File: config.mk
export PLATFORM = sky130hd
export DESIGN_NAME = instr_mem_loadable_flat
export DESIGN_NICKNAME = d
export VERILOG_FILES = /design/src/rtl/instr_mem_loadable_if.sv /design/src/rtl/instr_mem_loadable.sv /design/src/flat_wrapper.sv
export SDC_FILE = /design/constraint.sdc
export NUM_CORES = 2
export LEC_CHECK = 0
export CAP_MARGIN = 30
export CORE_MARGIN = 5
export CORE_UTILIZATION = 55
export DETAILED_ROUTE_END_ITERATION = 6
export GPL_TIMING_DRIVEN = 1
export MAX_ROUTING_LAYER = met4
export PLACE_DENSITY = 0.71
export SLEW_MARGIN = 20
export SYNTH_ARGS = -nofsm -noshare
export SYNTH_HDL_FRONTEND = slang
export SYNTH_SLANG_ARGS = --single-unit
File: constraint.sdc
create_clock -name clock -period 3.1 [get_ports clock]
set_clock_uncertainty 0.15 [all_clocks]
set_input_delay 0.62 -clock clock [delete_from_list [all_inputs] [get_ports clock]]
set_output_delay 0.62 -clock clock [all_outputs]
set_load 0.02 [all_outputs]
File: src/rtl/instr_mem_loadable_if.sv
// Load/fetch bus between the boot loader, the fetch stage and the instruction memory.
// Latency: none; wires only.
// Backpressure: load words are accepted only while load_ready is high; fetches are never stalled.
interface instr_mem_loadable_if #(
    parameter int DATA_W = 8,
    parameter int ADDR_W = 8
);
    // Loader side
    logic              load_valid;
    logic [DATA_W-1:0] load_data;
    logic              load_last;
    logic              load_ready;
    logic              reload;
    logic              loaded;
    logic [ADDR_W:0]   prog_len;

    // Fetch side
    logic              fetch_en;
    logic [ADDR_W-1:0] pc;
    logic [DATA_W-1:0] instruction;
    logic              instr_valid;
    logic              pc_fault;

    // Loader + fetch stage drive requests and observe status/results
    modport master (
        output load_valid, load_data, load_last, reload, fetch_en, pc,
        input  load_ready, loaded, prog_len, instruction, instr_valid, pc_fault
    );

    // Memory consumes requests and produces status/results
    modport slave (
        input  load_valid, load_data, load_last, reload, fetch_en, pc,
        output load_ready, loaded, prog_len, instruction, instr_valid, pc_fault
    );
endinterface

File: src/rtl/instr_mem_loadable.sv
// Run-time loadable instruction memory: serial program load, then registered fetch with range check.
// Latency: fetch -> instruction/instr_valid 1 cycle; loaded words visible once RUN is entered.
// Backpressure: load_ready high only in LOAD; fetches ignored in LOAD, one result per cycle in RUN.
module instr_mem_loadable #(
    parameter int                 DATA_W    = 8,
    parameter int                 ADDR_W    = 8,
    parameter logic [DATA_W-1:0]  NOP_INSTR = '0
) (
    input  logic                  clock,
    input  logic                  reset,
    instr_mem_loadable_if.slave   bus
);

    localparam int DEPTH = 2 ** ADDR_W;

    typedef enum logic {
        ST_LOAD = 1'b0,
        ST_RUN  = 1'b1
    } state_t;

    // Control state
    state_t             state_q,       state_d;
    logic [ADDR_W-1:0]  ptr_q,         ptr_d;
    logic [ADDR_W:0]    prog_len_q,    prog_len_d;
    logic               load_ready_q,  load_ready_d;
    logic               loaded_q,      loaded_d;
    logic [DATA_W-1:0]  instruction_q, instruction_d;
    logic               instr_valid_q, instr_valid_d;
    logic               pc_fault_q,    pc_fault_d;

    // Program storage; deliberately has no reset so a reset does not wipe it
    logic [DATA_W-1:0]  mem [DEPTH];

    logic               mem_we;
    logic [ADDR_W-1:0]  mem_waddr;
    logic [DATA_W-1:0]  mem_wdata;

    logic               load_fire;
    logic               fetch_fire;
    logic               ptr_at_end;
    logic               pc_in_range;

    // Qualified events; reload takes priority over any same-cycle load or fetch
    always_comb begin
        load_fire   = (state_q == ST_LOAD) && bus.load_valid && !bus.reload;
        fetch_fire  = (state_q == ST_RUN)  && bus.fetch_en   && !bus.reload;
        ptr_at_end  = (ptr_q == ADDR_W'(DEPTH - 1));
        pc_in_range = ({1'b0, bus.pc} < prog_len_q);
    end

    // Next-state, load pointer, program length and fetch result computation
    always_comb begin
        state_d       = state_q;
        ptr_d         = ptr_q;
        prog_len_d    = prog_len_q;
        instruction_d = instruction_q;
        instr_valid_d = 1'b0;
        pc_fault_d    = 1'b0;
        mem_we        = 1'b0;
        mem_waddr     = ptr_q;
        mem_wdata     = bus.load_data;

        if (bus.reload) begin
            state_d    = ST_LOAD;
            ptr_d      = '0;
            prog_len_d = '0;
        end else begin
            unique case (state_q)
                ST_LOAD: begin
                    if (load_fire) begin
                        mem_we     = 1'b1;
                        prog_len_d = {1'b0, ptr_q} + (ADDR_W+1)'(1);
                        // The last address closes the program: the pointer parks
                        // there instead of wrapping onto word 0.
                        ptr_d      = ptr_at_end ? ptr_q : ptr_q + ADDR_W'(1);
                        if (bus.load_last || ptr_at_end) begin
                            state_d = ST_RUN;
                        end
                    end
                end
                ST_RUN: begin
                    if (fetch_fire) begin
                        instr_valid_d = 1'b1;
                        if (pc_in_range) begin
                            instruction_d = mem[bus.pc];
                        end else begin
                            instruction_d = NOP_INSTR;
                            pc_fault_d    = 1'b1;
                        end
                    end
                end
                default: begin
                    state_d = ST_LOAD;
                end
            endcase
        end

        // Status outputs are registered from the next state so they switch
        // together with the state itself.
        load_ready_d = (state_d == ST_LOAD);
        loaded_d     = (state_d == ST_RUN);
    end

    // Control and output registers; async active-low reset returns to an empty LOAD
    always_ff @(posedge clock or negedge reset) begin
        if (!reset) begin
            state_q       <= ST_LOAD;
            ptr_q         <= '0;
            prog_len_q    <= '0;
            load_ready_q  <= 1'b1;
            loaded_q      <= 1'b0;
            instruction_q <= NOP_INSTR;
            instr_valid_q <= 1'b0;
            pc_fault_q    <= 1'b0;
        end else begin
            state_q       <= state_d;
            ptr_q         <= ptr_d;
            prog_len_q    <= prog_len_d;
            load_ready_q  <= load_ready_d;
            loaded_q      <= loaded_d;
            instruction_q <= instruction_d;
            instr_valid_q <= instr_valid_d;
            pc_fault_q    <= pc_fault_d;
        end
    end

    // Program array write port; writes are suppressed while reset is held
    always_ff @(posedge clock) begin
        if (mem_we && reset) begin
            mem[mem_waddr] <= mem_wdata;
        end
    end

    assign bus.load_ready  = load_ready_q;
    assign bus.loaded      = loaded_q;
    assign bus.prog_len    = prog_len_q;
    assign bus.instruction = instruction_q;
    assign bus.instr_valid = instr_valid_q;
    assign bus.pc_fault    = pc_fault_q;

    // The program can never be longer than the array
    a_len_bound: assert property (@(posedge clock) disable iff (!reset)
        prog_len_q <= (ADDR_W+1)'(DEPTH));

    // Exactly one of LOAD / RUN is advertised at any time
    a_status_onehot: assert property (@(posedge clock) disable iff (!reset)
        load_ready_q != loaded_q);

    // A fault is only ever reported alongside a valid result
    a_fault_qualified: assert property (@(posedge clock) disable iff (!reset)
        pc_fault_q |-> instr_valid_q);

endmodule
File: src/flat_wrapper.sv
// flat-port wrapper written by rule: the top's interface ports become plain ports
module instr_mem_loadable_flat 
#(
    parameter int                 DATA_W    = 8,
    parameter int                 ADDR_W    = 8,
    parameter logic [DATA_W-1:0]  NOP_INSTR = '0
)
  (clock, reset, bus_load_valid, bus_load_data, bus_load_last, bus_reload, bus_fetch_en, bus_pc, bus_load_ready, bus_loaded, bus_prog_len, bus_instruction, bus_instr_valid, bus_pc_fault);
  instr_mem_loadable_if #(.DATA_W(DATA_W), .ADDR_W(ADDR_W)) bus_i ();
  input  logic clock;
  input  logic reset;
  input wire logic [$bits(bus_i.load_valid)-1:0] bus_load_valid;
  input wire logic [$bits(bus_i.load_data)-1:0] bus_load_data;
  input wire logic [$bits(bus_i.load_last)-1:0] bus_load_last;
  input wire logic [$bits(bus_i.reload)-1:0] bus_reload;
  input wire logic [$bits(bus_i.fetch_en)-1:0] bus_fetch_en;
  input wire logic [$bits(bus_i.pc)-1:0] bus_pc;
  output wire logic [$bits(bus_i.load_ready)-1:0] bus_load_ready;
  output wire logic [$bits(bus_i.loaded)-1:0] bus_loaded;
  output wire logic [$bits(bus_i.prog_len)-1:0] bus_prog_len;
  output wire logic [$bits(bus_i.instruction)-1:0] bus_instruction;
  output wire logic [$bits(bus_i.instr_valid)-1:0] bus_instr_valid;
  output wire logic [$bits(bus_i.pc_fault)-1:0] bus_pc_fault;
  assign bus_i.load_valid = bus_load_valid;
  assign bus_i.load_data = bus_load_data;
  assign bus_i.load_last = bus_load_last;
  assign bus_i.reload = bus_reload;
  assign bus_i.fetch_en = bus_fetch_en;
  assign bus_i.pc = bus_pc;
  assign bus_load_ready = bus_i.load_ready;
  assign bus_loaded = bus_i.loaded;
  assign bus_prog_len = bus_i.prog_len;
  assign bus_instruction = bus_i.instruction;
  assign bus_instr_valid = bus_i.instr_valid;
  assign bus_pc_fault = bus_i.pc_fault;
  instr_mem_loadable #(.DATA_W(DATA_W), .ADDR_W(ADDR_W), .NOP_INSTR(NOP_INSTR)) u_core (.clock(clock), .reset(reset), .bus(bus_i));
endmodule
==> results.json <==
{
  "drive_gt1_frac": 0.271,
  "start_util": 0.553,
  "routedWlPerCell_um": 29.5,
  "crit_slowest_cell": "mux4_2",
  "antenna_found_initial": 6,
  "root_buffer": "clkbuf_16",
  "syn_avg_cell_area_um2": 19.5,
  "ctsHoldBuffers": 1,
  "rows": 141,
  "port-buffer-count": 42,
  "vias_per_cell": 6.33,
  "synth_edf_count": 2048,
  "path_max_fanout": 27,
  "irDropWorstVdd_mv": 0.681,
  "status": "complete, no violations",
  "cellLeakagePower_uw": 0.0329,
  "vias": 44500,
  "critical_path_class": "in -> reg",
  "synth.yosys.seq_area_share": 0.762,
  "fin_crit_sh": 0.966,
  "grt_overflow": 0,
  "drc": 0,
  "slew_headroom": 0.466,
  "postCtsSetupRepairBufs": 0,
  "ant_nets": 0,
  "max_freq_mhz": 334,
  "grt_use_total": 0.273,
  "dp_hpwl_um": 134000,
  "dieArea_um2": 156000,
  "core_area_um2": 148000,
  "worstMarginPinSlew_ns": 0.800,
  "boundaryPins": 43,
  "hold_violations": 0,
  "cts_max_level": 4,
  "clock_sinks": 2077,
  "async_flop_share": 0.0140,
  "dieWidth_um": 395,
  "cap_violations": 0,
  "utilization": 0.652,
  "crit_arrival_ns": 3.56,
  "report.final.slew_viol_count": 0,
  "cts_tree": "done",
  "ys.flop_type": "edfxtp_1",
  "fin_ws_ns": 0.106,
  "clkLatencyLatePin_ns": 0.83,
  "fin_hold_ws_ns": 0.143,
  "grt_pass1_vias": 43800,
  "rsz0062_at_grt": "no",
  "syn-instance-count": 4188,
  "grt_first_pass_wirelength_um": 302000,
  "cp-start-kind": "primary input",
  "slowest_delay_ns": 0.57,
  "setup_violations": 0,
  "wirelength_um": 207000,
  "area_growth_pct": 18.0,
  "grt_max_degree": 105,
  "path_cells": "buf_8 > buf_12 > mux4_2 > mux4_2 > mux2i_1 > buf_4 > nor2_1 > nor3_1 > buf_4 > nor3_1 > a211o_1",
  "drt_iter0_markers": 5864,
  "crit_required_ns": 3.66,
  "dpl_cell_area_um2": 90000,
  "place_ws_ns": -0.662,
  "cts.clk_slew.worst_paths_ns": 0.06,
  "ys_warn_count": 0,
  "power_density_nw_per_um2": 600,
  "cp_top_family": "multiplexers",
  "critPathBufInv": 4,
  "synth_area_um2": 81700,
  "die_y_um": 395,
  "ys_types": 58,
  "cts-buffers-inserted": 196,
  "nets": 4957,
  "first_pass_iters": 6,
  "gp_congestion": 0.927,
  "hold_class": "in -> reg",
  "syn_nets": 4221,
  "min_period_ns": 2.99,
  "cts-resized-gates": 0,
  "ys_ff_latch": 2077,
  "clk_path_buf_depth": 3,
  "end_kind": "register",
  "total_power_uw": 57800,
  "fin_area_um2": 96300
}
per-layer routing:
| layer | share of wire | GRT usage | vias to the layer above |
|---|---|---|---|
| met5 | 0 | - | - |
| met4 | 0.036 | 0.0927 | 0 |
| met3 | 0.10 | 0.0647 | 439 |
| met2 | 0.47 | 0.407 | 2459 |
| met1 | 0.39 | 0.377 | 23000 |
| li1 | - | - | 18600 |
cell usage in the layout, fill, tap and decap left out, types with 25 or more instances in the layout:
cell | netlist | layout
edfxtp_1 | 2048 | 2048
buf_4 | 66 | 643
mux2i_1 | 476 | 476
mux4_2 | 323 | 323
nor2_1 | 292 | 290
clkbuf_16 | 0 | 203
nand2_1 | 124 | 124
a22oi_1 | 121 | 121
buf_12 | 1 | 106
nand3_1 | 95 | 91
a21oi_1 | 49 | 49
clkbuf_1 | 91 | 48
a221oi_1 | 45 | 45
clkinv_1 | 0 | 43
clkinv_2 | 0 | 32
nand4_1 | 29 | 29
o22ai_1 | 28 | 28
dfrtp_1 | 28 | 28
clkdlybuf4s50_1 | 0 | 27
nor3_1 | 26 | 25
registers in the layout, indices dropped and copies added (netlist names):
signal                  cells
u_core.bus.load_ready       1
u_core.mem_waddr            8
u_core.state_q              1
u_core.bus.prog_len         9
u_core.bus.instruction      8
u_core.bus.instr_valid      1
u_core.bus.pc_fault         1
u_core.mem               2048
cells in the mapped netlist (3+ instances only):
master,number,area share
nor4_1,5,0.00038
buf_2,56,0.0034
and3_1,8,0.00061
a221oi_1,45,0.0048
edfxtp_1,2048,0.75
nor2b_1,28,0.0021
nor3_1,26,0.0016
clkbuf_1,91,0.0042
a211o_1,7,0.00075
o22ai_1,28,0.0021
a311oi_1,7,0.00075
or2_2,4,0.00031
a22o_1,7,0.00075
or3b_2,3,0.00032
nand2b_1,14,0.0011
a211oi_1,21,0.0019
buf_1,12,0.00055
o221ai_1,6,0.00064
nor2_1,292,0.013
ha_1,11,0.0017
or3_1,4,0.00031
nor4bb_1,3,0.00037
a21oi_1,49,0.0030
o21ai_0,22,0.0013
nand3_1,95,0.0058
inv_1,14,0.00064
dfrtp_1,28,0.0086
buf_4,66,0.0061
nand4_1,29,0.0022
a22oi_1,121,0.011
a32oi_1,10,0.0011
mux2i_1,476,0.058
xnor2_1,3,0.00032
o21ai_1,4,0.00025
a2111oi_0,12,0.0013
buf_6,28,0.0039
xor2_1,5,0.00054
nand2_1,124,0.0057
nand3b_1,8,0.00074
mux4_2,323,0.089
a31oi_1,3,0.00023
and2_1,6,0.00046
o211ai_1,15,0.0014
final cells by class:
| type | count | area (µm²) |
|---|---|---|
| fillers | 9506 | 51300 |
| inverters | 14 | 52.6 |
| clock buffers | 254 | 5300 |
| well taps | 1930 | 2410 |
| repair buffers | 792 | 7410 |
| clock inverters | 106 | 968 |
| diodes | 12 | 30.0 |
| multi-input cells | 1843 | 17900 |
| flip-flops and latches | 2077 | 62200 |
where the power goes:
part / total (µW) / switching [µW] / internal [µW]
Sequential: 31000 / 86.8 / 30900
Clock: 23500 / 10100 / 13400
Combinational: 3340 / 2010 / 1330
cells by family (layout without fill, tap and decap cells):
logic type               after synthesis  count (layout)  share of synthesized area
flip-flops                          2077            2077                      0.762
XOR/XNOR                               8               8                   0.000858
adder cells (fa/ha/maj)               11              11                    0.00169
multiplexers                         800             800                      0.148
buffers and inverters                268            1166                     0.0190
other                                  0              12                          0
AND/OR/NAND/NOR                      660             660                     0.0366
AO/OA/AOI/OAI                        364             364                     0.0322
final timing paths:
check                                         start                         to  slack [ns]  depth (start not counted)
worst max-delay path                      bus_pc[0]  u_core.bus.instruction[6]        0.11                         11
worst min-delay path               bus_load_data[5]          u_core.mem[18][5]        0.14                          1
worst max register to register   u_core.mem[159][6]  u_core.bus.instruction[6]        0.11                          9
worst min register to register  u_core.mem_waddr[0]     u_core.bus.prog_len[0]        0.42                          1
max in group asynchronous                     reset      u_core.bus.load_ready        2.17                          3
min in group asynchronous                     reset     u_core.bus.prog_len[2]        0.28                          3
through the flow:
stage          cells  setup TNS, ns
3_3_place_gp    6655        -107.02
3_5_place_dp    6655        -104.62
2_1_floorplan   4188              0
5_1_grt         7026              0
6_report        7028              0
4_1_cts         7016              0
worst reg2reg max path, stage by stage, from the launching register on:
cell	delay (ns)
edfxtp_1	0.41
mux4_2	0.52
mux4_2	0.51
mux2i_1	0.28
buf_4	0.18
nor2_1	0.04
nor3_1	0.29
buf_4	0.19
nor3_1	0.07
a211o_1	0.28
(Power assumes the default switching activity.)
